### config.mk
export PLATFORM = sky130hd
export DESIGN_NAME = pci_target_responder
export DESIGN_NICKNAME = d
export VERILOG_FILES = /design/src/rtl/pci_target_responder.sv
export SDC_FILE = /design/constraint.sdc
export NUM_CORES = 1
export LEC_CHECK = 0
export ABC_AREA = 1
export ABC_CLOCK_PERIOD_IN_PS = 4100
export CAP_MARGIN = 20
export CORE_UTILIZATION = 60
export CTS_BUF_LIST = sky130_fd_sc_hd__clkbuf_8
export DETAILED_ROUTE_END_ITERATION = 7
export PLACE_DENSITY = 0.89
export SLEW_MARGIN = 20
export SYNTH_ARGS = -nofsm -noshare
export SYNTH_HDL_FRONTEND = slang
export SYNTH_SLANG_ARGS = --single-unit
### constraint.sdc
create_clock -name clk -period 4.1 [get_ports clk]
set_input_delay 0.615 -clock clk [delete_from_list [all_inputs] [get_ports clk]]
set_output_delay 0.615 -clock clk [all_outputs]
set_load 0.1 [all_outputs]
### src/rtl/pci_target_responder.sv
// pci_target_responder: simplified PCI memory target claiming a DEPTH-word register window.
// Latency: DEVSEL_ one cycle after the address phase, TRDY_ WAIT_STATES cycles after that; burst phases back to back.
// Backpressure: IRDY_ high holds state and data indefinitely; bursts running off the window end get STOP_.
module pci_target_responder #(
  parameter logic [31:0] BASE_ADDR   = 32'h0000_1000,
  parameter int          DEPTH       = 16,
  parameter int          WAIT_STATES = 1
) (
  input  logic        clk,
  input  logic        reset,
  input  logic        FRAME_,
  input  logic        IRDY_,
  input  logic [3:0]  C_BE_,
  input  logic [31:0] AD_in,
  output logic [31:0] AD_out,
  output logic        AD_oe,
  output logic        DEVSEL_,
  output logic        TRDY_,
  output logic        STOP_
);

  localparam int IW = $clog2(DEPTH);

  typedef enum logic [2:0] {
    S_IDLE,
    S_WAIT,
    S_DATA,
    S_DISC,
    S_TURN
  } state_t;

  state_t          state_q, state_d;
  logic            devsel_q, devsel_d;
  logic            trdy_q, trdy_d;
  logic            stop_q, stop_d;
  logic            ad_oe_q, ad_oe_d;
  logic [31:0]     ad_out_q, ad_out_d;
  logic [IW-1:0]   idx_q, idx_d;
  logic [2:0]      cnt_q, cnt_d;
  logic            is_rd_q, is_rd_d;
  logic            frame_q;
  logic            we;
  logic [31:0]     wr_dat;
  logic [31:0]     regs [DEPTH];

  // Address bits [1:0] carry no meaning for memory cycles here.
  logic unused_ad_low;
  assign unused_ad_low = ^AD_in[1:0];

  logic          addr_phase;
  logic          hit;
  logic          rd_cmd;
  logic          wr_cmd;
  logic [IW-1:0] ad_idx;
  logic [IW-1:0] idx_nxt;
  logic          xfer;

  assign addr_phase = !FRAME_ && frame_q;
  assign hit        = (AD_in[31:IW+2] == BASE_ADDR[31:IW+2]);
  assign rd_cmd     = (C_BE_ == 4'b0110);
  assign wr_cmd     = (C_BE_ == 4'b0111);
  assign ad_idx     = AD_in[IW+1:2];
  assign idx_nxt    = idx_q + IW'(1);
  assign xfer       = !IRDY_ && !trdy_q;

  assign AD_out  = ad_out_q;
  assign AD_oe   = ad_oe_q;
  assign DEVSEL_ = devsel_q;
  assign TRDY_   = trdy_q;
  assign STOP_   = stop_q;

  // Merge enabled write bytes over the current register contents.
  always_comb begin
    wr_dat = regs[idx_q];
    for (int i = 0; i < 4; i++) begin
      if (!C_BE_[i]) wr_dat[8*i +: 8] = AD_in[8*i +: 8];
    end
  end

  // Next-state and next-output logic for the target sequencer.
  always_comb begin
    state_d  = state_q;
    devsel_d = devsel_q;
    trdy_d   = trdy_q;
    stop_d   = stop_q;
    ad_oe_d  = ad_oe_q;
    ad_out_d = ad_out_q;
    idx_d    = idx_q;
    cnt_d    = cnt_q;
    is_rd_d  = is_rd_q;
    we       = 1'b0;
    case (state_q)
      S_IDLE: begin
        if (addr_phase && hit && (rd_cmd || wr_cmd)) begin
          is_rd_d  = rd_cmd;
          idx_d    = ad_idx;
          devsel_d = 1'b0;
          ad_oe_d  = rd_cmd;
          if (rd_cmd) ad_out_d = regs[ad_idx];
          if (WAIT_STATES == 0) begin
            trdy_d  = 1'b0;
            state_d = S_DATA;
          end else begin
            cnt_d   = 3'(WAIT_STATES);
            state_d = S_WAIT;
          end
        end
      end
      S_WAIT: begin
        cnt_d = cnt_q - 3'd1;
        if (cnt_q == 3'd1) begin
          trdy_d  = 1'b0;
          state_d = S_DATA;
        end
      end
      S_DATA: begin
        if (xfer) begin
          we = !is_rd_q;
          if (FRAME_) begin
            devsel_d = 1'b1;
            trdy_d   = 1'b1;
            stop_d   = 1'b1;
            ad_oe_d  = 1'b0;
            state_d  = S_TURN;
          end else if (idx_q == IW'(DEPTH - 1)) begin
            trdy_d  = 1'b1;
            stop_d  = 1'b0;
            state_d = S_DISC;
          end else begin
            idx_d = idx_nxt;
            if (is_rd_q) ad_out_d = regs[idx_nxt];
          end
        end
      end
      S_DISC: begin
        if (FRAME_) begin
          devsel_d = 1'b1;
          trdy_d   = 1'b1;
          stop_d   = 1'b1;
          ad_oe_d  = 1'b0;
          state_d  = S_TURN;
        end
      end
      S_TURN: begin
        state_d = S_IDLE;
      end
      default: begin
        state_d = S_IDLE;
      end
    endcase
  end

  // Sequencer and bus output registers; FRAME_ history is tracked even in reset.
  always_ff @(posedge clk) begin
    frame_q <= FRAME_;
    if (reset) begin
      state_q  <= S_IDLE;
      devsel_q <= 1'b1;
      trdy_q   <= 1'b1;
      stop_q   <= 1'b1;
      ad_oe_q  <= 1'b0;
      ad_out_q <= '0;
      idx_q    <= '0;
      cnt_q    <= '0;
      is_rd_q  <= 1'b0;
    end else begin
      state_q  <= state_d;
      devsel_q <= devsel_d;
      trdy_q   <= trdy_d;
      stop_q   <= stop_d;
      ad_oe_q  <= ad_oe_d;
      ad_out_q <= ad_out_d;
      idx_q    <= idx_d;
      cnt_q    <= cnt_d;
      is_rd_q  <= is_rd_d;
    end
  end

  // Register window storage, written on completed write data phases.
  always_ff @(posedge clk) begin
    if (reset) begin
      for (int i = 0; i < DEPTH; i++) regs[i] <= '0;
    end else if (we) begin
      regs[idx_q] <= wr_dat;
    end
  end

endmodule
======== After elaboration in Yosys (flattened, before gate mapping) ========
Memory sizes are Yosys's and may differ from the RTL's.
Cells that the tools add are included.
cells by class
  magnitude comparators ................... 0
  add/subtract/negate cells ............... 2
  reduce and logical (&&, ||, !) cells .... 28
  equality and inequality tests ........... 21
  mux-type cells .......................... 52
  bitwise logic cells ..................... 0
  shift-type cells ........................ 0
  div/mod/pow operators ................... 0
  $mul .................................... 0
operators by type and width
  kind                 count
  $mux 32              7
  $pmux 32 s2          1
  $mux 8               4
  $reduce_or 32->1     1
  $eq 26x7->1 const B  1
  $mux 4               6
  $mux 1               21
  $mux 3               6
  $ne 2x2->1 const B   8
  $reduce_and 5->1     3
  $pmux 3 s4           1
  $reduce_and 2->1     6
  $pmux 1 s3           3
  $eq 4x3->1 const B   2
  $pmux 4 s2           1
  $reduce_and 7->1     1
  $eq 3x1->1 const B   2
  $eq 3x2->1 const B   2
  $pmux 3 s2           1
  $reduce_bool 2->1    3
  $reduce_bool 3->1    2
  $add 4x1->4 const B  1
  $eq 4x4->1 const B   1
  $logic_and 1x1->1    4
  9 further kinds      15
storage, ports and cells
  memory bits (writable) .................. 512
  output and inout port bits .............. 36
  latch bits .............................. 0
  register bits ........................... 48
  logic and storage cells ................. 114
  bits in read-only memories .............. 0
  memories ................................ 1
  input port bits ......................... 40
memories
  name  words  width  read ports  clocked after Yosys merged registers in  write ports  RTL line  text
  regs  16     32     2           0                                        16           44        logic [31:0] regs [DEPTH];

======== Logic depth before layout (Yosys ltp) ========
  depth after elaboration ................. 10
  depth in mapped cells ................... 17
  depth with buffers taken out ............ 12

======== Least setup slack after synthesis ========
No wires, ideal clock.
  path type ............................... flip-flop to flip-flop
  from .................................... reg idx_q[0]
  to ...................................... reg ad_out_q[0], in the netlist AD_out[0]
  path buffers ............................ 6
  arrival time ............................ 2.528 ns
  slack ................................... 1.508 ns
  required time ........................... 4.036 ns
  period minus slack after synthesis ...... 2.592 ns
  setup time .............................. 0.064 ns
  stages on the path, launching flop included .. 18
  cells stage by stage .................... dfxtp_1 -> buf_4 -> buf_6 -> clkinv_1 -> buf_2 -> buf_2 -> ha_1 -> inv_1 -> clkbuf_1 -> clkbuf_1 -> o211ai_1 -> nand2_1 -> nand2_1 -> nand3_1 -> nand2_1 -> nor2_1 -> nor2_1 -> nor2_1
between the ends
  longest elaborated chain between the ends .. 7
  elaborated cells between the ends (all ways) .. 10
  those cells by class .................... add/sub: 1; eq/ne: 2; mux: 5; reduce/logical: 1; memory: 1
RTL lines
  element                   RTL line  text
  start: declaration        38        logic [IW-1:0] idx_q, idx_d;
  start signal: assignment  173       idx_q <= idx_d;
  $add 4x1->4               63        assign idx_nxt = idx_q + IW'(1);
  $mem_v2 16x32             n/a
  $mux 32                   131       if (is_rd_q) ad_out_d = regs[idx_nxt];
  $mux 32                   125       end else if (idx_q == IW'(DEPTH - 1)) begin
  $mux 32                   119       if (FRAME_) begin
  $mux 32                   117       if (xfer) begin
  $pmux 32 s2               92        case (state_q)
  end signal: assignment    172       ad_out_q <= ad_out_d;
  end: declaration          37        logic [31:0] ad_out_q, ad_out_d;
Several ways; a longest one is shown, not always the timed one. The select of a mux whose other input is x is not followed.
A chain may end at the register's enable or synchronous reset.

==> qor.yml <==
status: "complete, but fails checks"
violations: "DRC"
skew_ps: 28.4
crit_arrival_ps: 3540
slew_headroom: 0.202
antenna_found_initial: 2
drc: 17
setup_viol: 0
p_leak_nw: 15.0
track_usage: 0.350
setup_tns_ps: 0
nets: 4090
firstDrtPassIters: 8
max_freq_ghz: 0.314
r2r-start: "state_q[1]"
ys_types: 27
cp_data_required_time_ps: 4460
die_h_um: 231
hold_depth: 2
dieArea_um2: 53400
routedWlPerCell_um: 19.5
layout_common_cells: "nand2_1, nor2_1, edfxtp_1, inv_1, nand3_1"
layout-drive-gt1-share: 0.0593
tritoncts: "yes"
maxCapViolCount: 0
rrSetupSlack_ps: 920
io_pins: 76
worstSkewPairLatency_ps: 710
cts_root_buf: "clkbuf_8"
crit_type: "reg -> reg"
cts_inserted_buffers: 86
holdCritPathClass: "reg -> reg"
path_clk_slew_ps: 60
grt_pass1_wl_um: 145000
dp_cells: 4636
core_area_um2: 51600
ys_ff_latch: 560
start_kind: "flop"
drv_slew: 0
dpl.hpwl_um: 58700
ys_seq_area_frac: 0.518
hold_viol_final: 0
clk_path_buf_depth: 3
routed_wl_um: 93400
ant_nets: 0
drt_iter0_drc: 5438
grt_pass1_vias: 27000
grt_remaining_overflow: 0
synth_top_area_frac: 0.488
ctsResizeCount: 0
rr_endpoint: "regs[6][29]"
hold_end: "STOP_"
vias_per_cell: 6.02
initial_utilization: 0.610
rsz0062_at_grt: "no"
cts_hold_buffers: 0
synthesis.area_um2: 31500
holdWs_ps: 481
power.density_nw_per_um2: 471
die_w_um: 231
port_buffers: 75
ctsHtreeMaxLevel: 3
synth_top_area_cell: "edfxtp_1"
yosysWarnings: 0
netlist_top_cells_area: "edfxtp_1, nand2_1, nor2_1"
fin_cells: 4795
grt_max_degree: 170
synth.avg_cell_area_um2: 7.72
final_util: 0.662
min_period_ps: 3180
clock-sinks: 560
rows: 83
ir_drop_v: 0.000505
final_common_cell: "nand2_1"
hold_path.startpoint: "STOP_"
r2r_cells: 8
cts_setup_buffers: 0
worst_slew_pin_slew_ps: 1190
num_vias: 28800
synth_cells: 4082
min_period_over_period: 0.776
endpoint_kind: "flop"
synth_nets: 4128
syn2layout_area_growth_pct: 8.43
worstPathMaxFanout: 16
gp_congestion: 0.926
layer usage:
layer / track usage / up-vias / part of all wire
li1: - / 13200 / -
met1: 0.446 / 12900 / 0.35
met2: 0.534 / 2293 / 0.44
met3: 0.0814 / 467 / 0.14
met4: 0.234 / 2 / 0.068
met5: 0 / - / 0.000075
power by group:
group	switching (mW)	internal (mW)
clock	2.27	2.18
sequential	0.159	6.46
combinational	3.68	1.33
total	6.11	9.97
Yosys cell counts (all sizes together):
cell / instances
nand2: 1273
nor2: 736
edfxtp: 512
inv: 389
nand3: 353
o21ai: 221
o211ai: 199
buf: 132
clkbuf: 132
a21oi: 53
dfxtp: 48
clkinv: 15
ha: 6
nand4: 5
nor3: 4
and3: 1
nand3b: 1
nor3b: 1
or2: 1
per-stage QoR:
step / instance area (µm²) / total power [mW] / worst slack, ps
final: 34200 / 16.1 / 918
after global routing: 34200 / 16.7 / 810
after CTS: 34200 / 15.9 / 1030
after detailed placement: 32600 / 11.5 / 743
after global placement: 32600 / 11.4 / 877
after floorplan: 31500 / 10.1 / 1510
logic make-up (layout without fill, tap and decap cells):
logic type | after synthesis | count (layout) | share of synthesized area
AO/OA/AOI/OAI | 473 | 473 | 0.0909
adder cells (fa/ha/maj) | 6 | 6 | 0.00238
buffers and inverters | 668 | 700 | 0.0855
flip-flops | 560 | 560 | 0.518
other | 0 | 1 | 0
AND/OR/NAND/NOR | 2375 | 2375 | 0.303
layout make-up:
type,count,area (µm²)
fillers,4003,17500
flip-flops and latches,560,16300
multi-input cells,2854,12500
inverters,404,1530
repair buffers,138,1330
clock buffers,90,1240
well taps,680,851
clock inverters,68,364
diodes,1,2.50
sequential cells by signal (all words and copies together), names as in the netlist:
register / count
idx_q: 4
is_rd_q: 1
AD_out: 32
TRDY_: 1
frame_q: 1
DEVSEL_: 1
AD_oe: 1
state_q: 3
cnt_q: 3
regs: 512
STOP_: 1
worst max-delay path, stage by stage, from the launching register on:
cell and delay, ps:
dfxtp_1 360, nand2_1 160, nor2_4 140, inv_2 150, nor2_1 240, nand3_2 340
nor2_4 620, nand2_1 390, nand2_1 420
worst max-delay path by stage:
stage | startpoint | end | slack [ps] | cells after the start
final | state_q[1] | regs[6][29] | 920 | 8
after global routing | state_q[1] | regs[6][29] | 810 | 8
after CTS | state_q[1] | regs[14][15] | 1030 | 8
after detailed placement | AD_in[28] | AD_out[10] | 740 | 12
after global placement | AD_in[28] | AD_out[1] | 880 | 12
after floorplan | idx_q[0] | AD_out[0] | 1510 | 17
No activity file was read; power rests on OpenSTA's default activity.
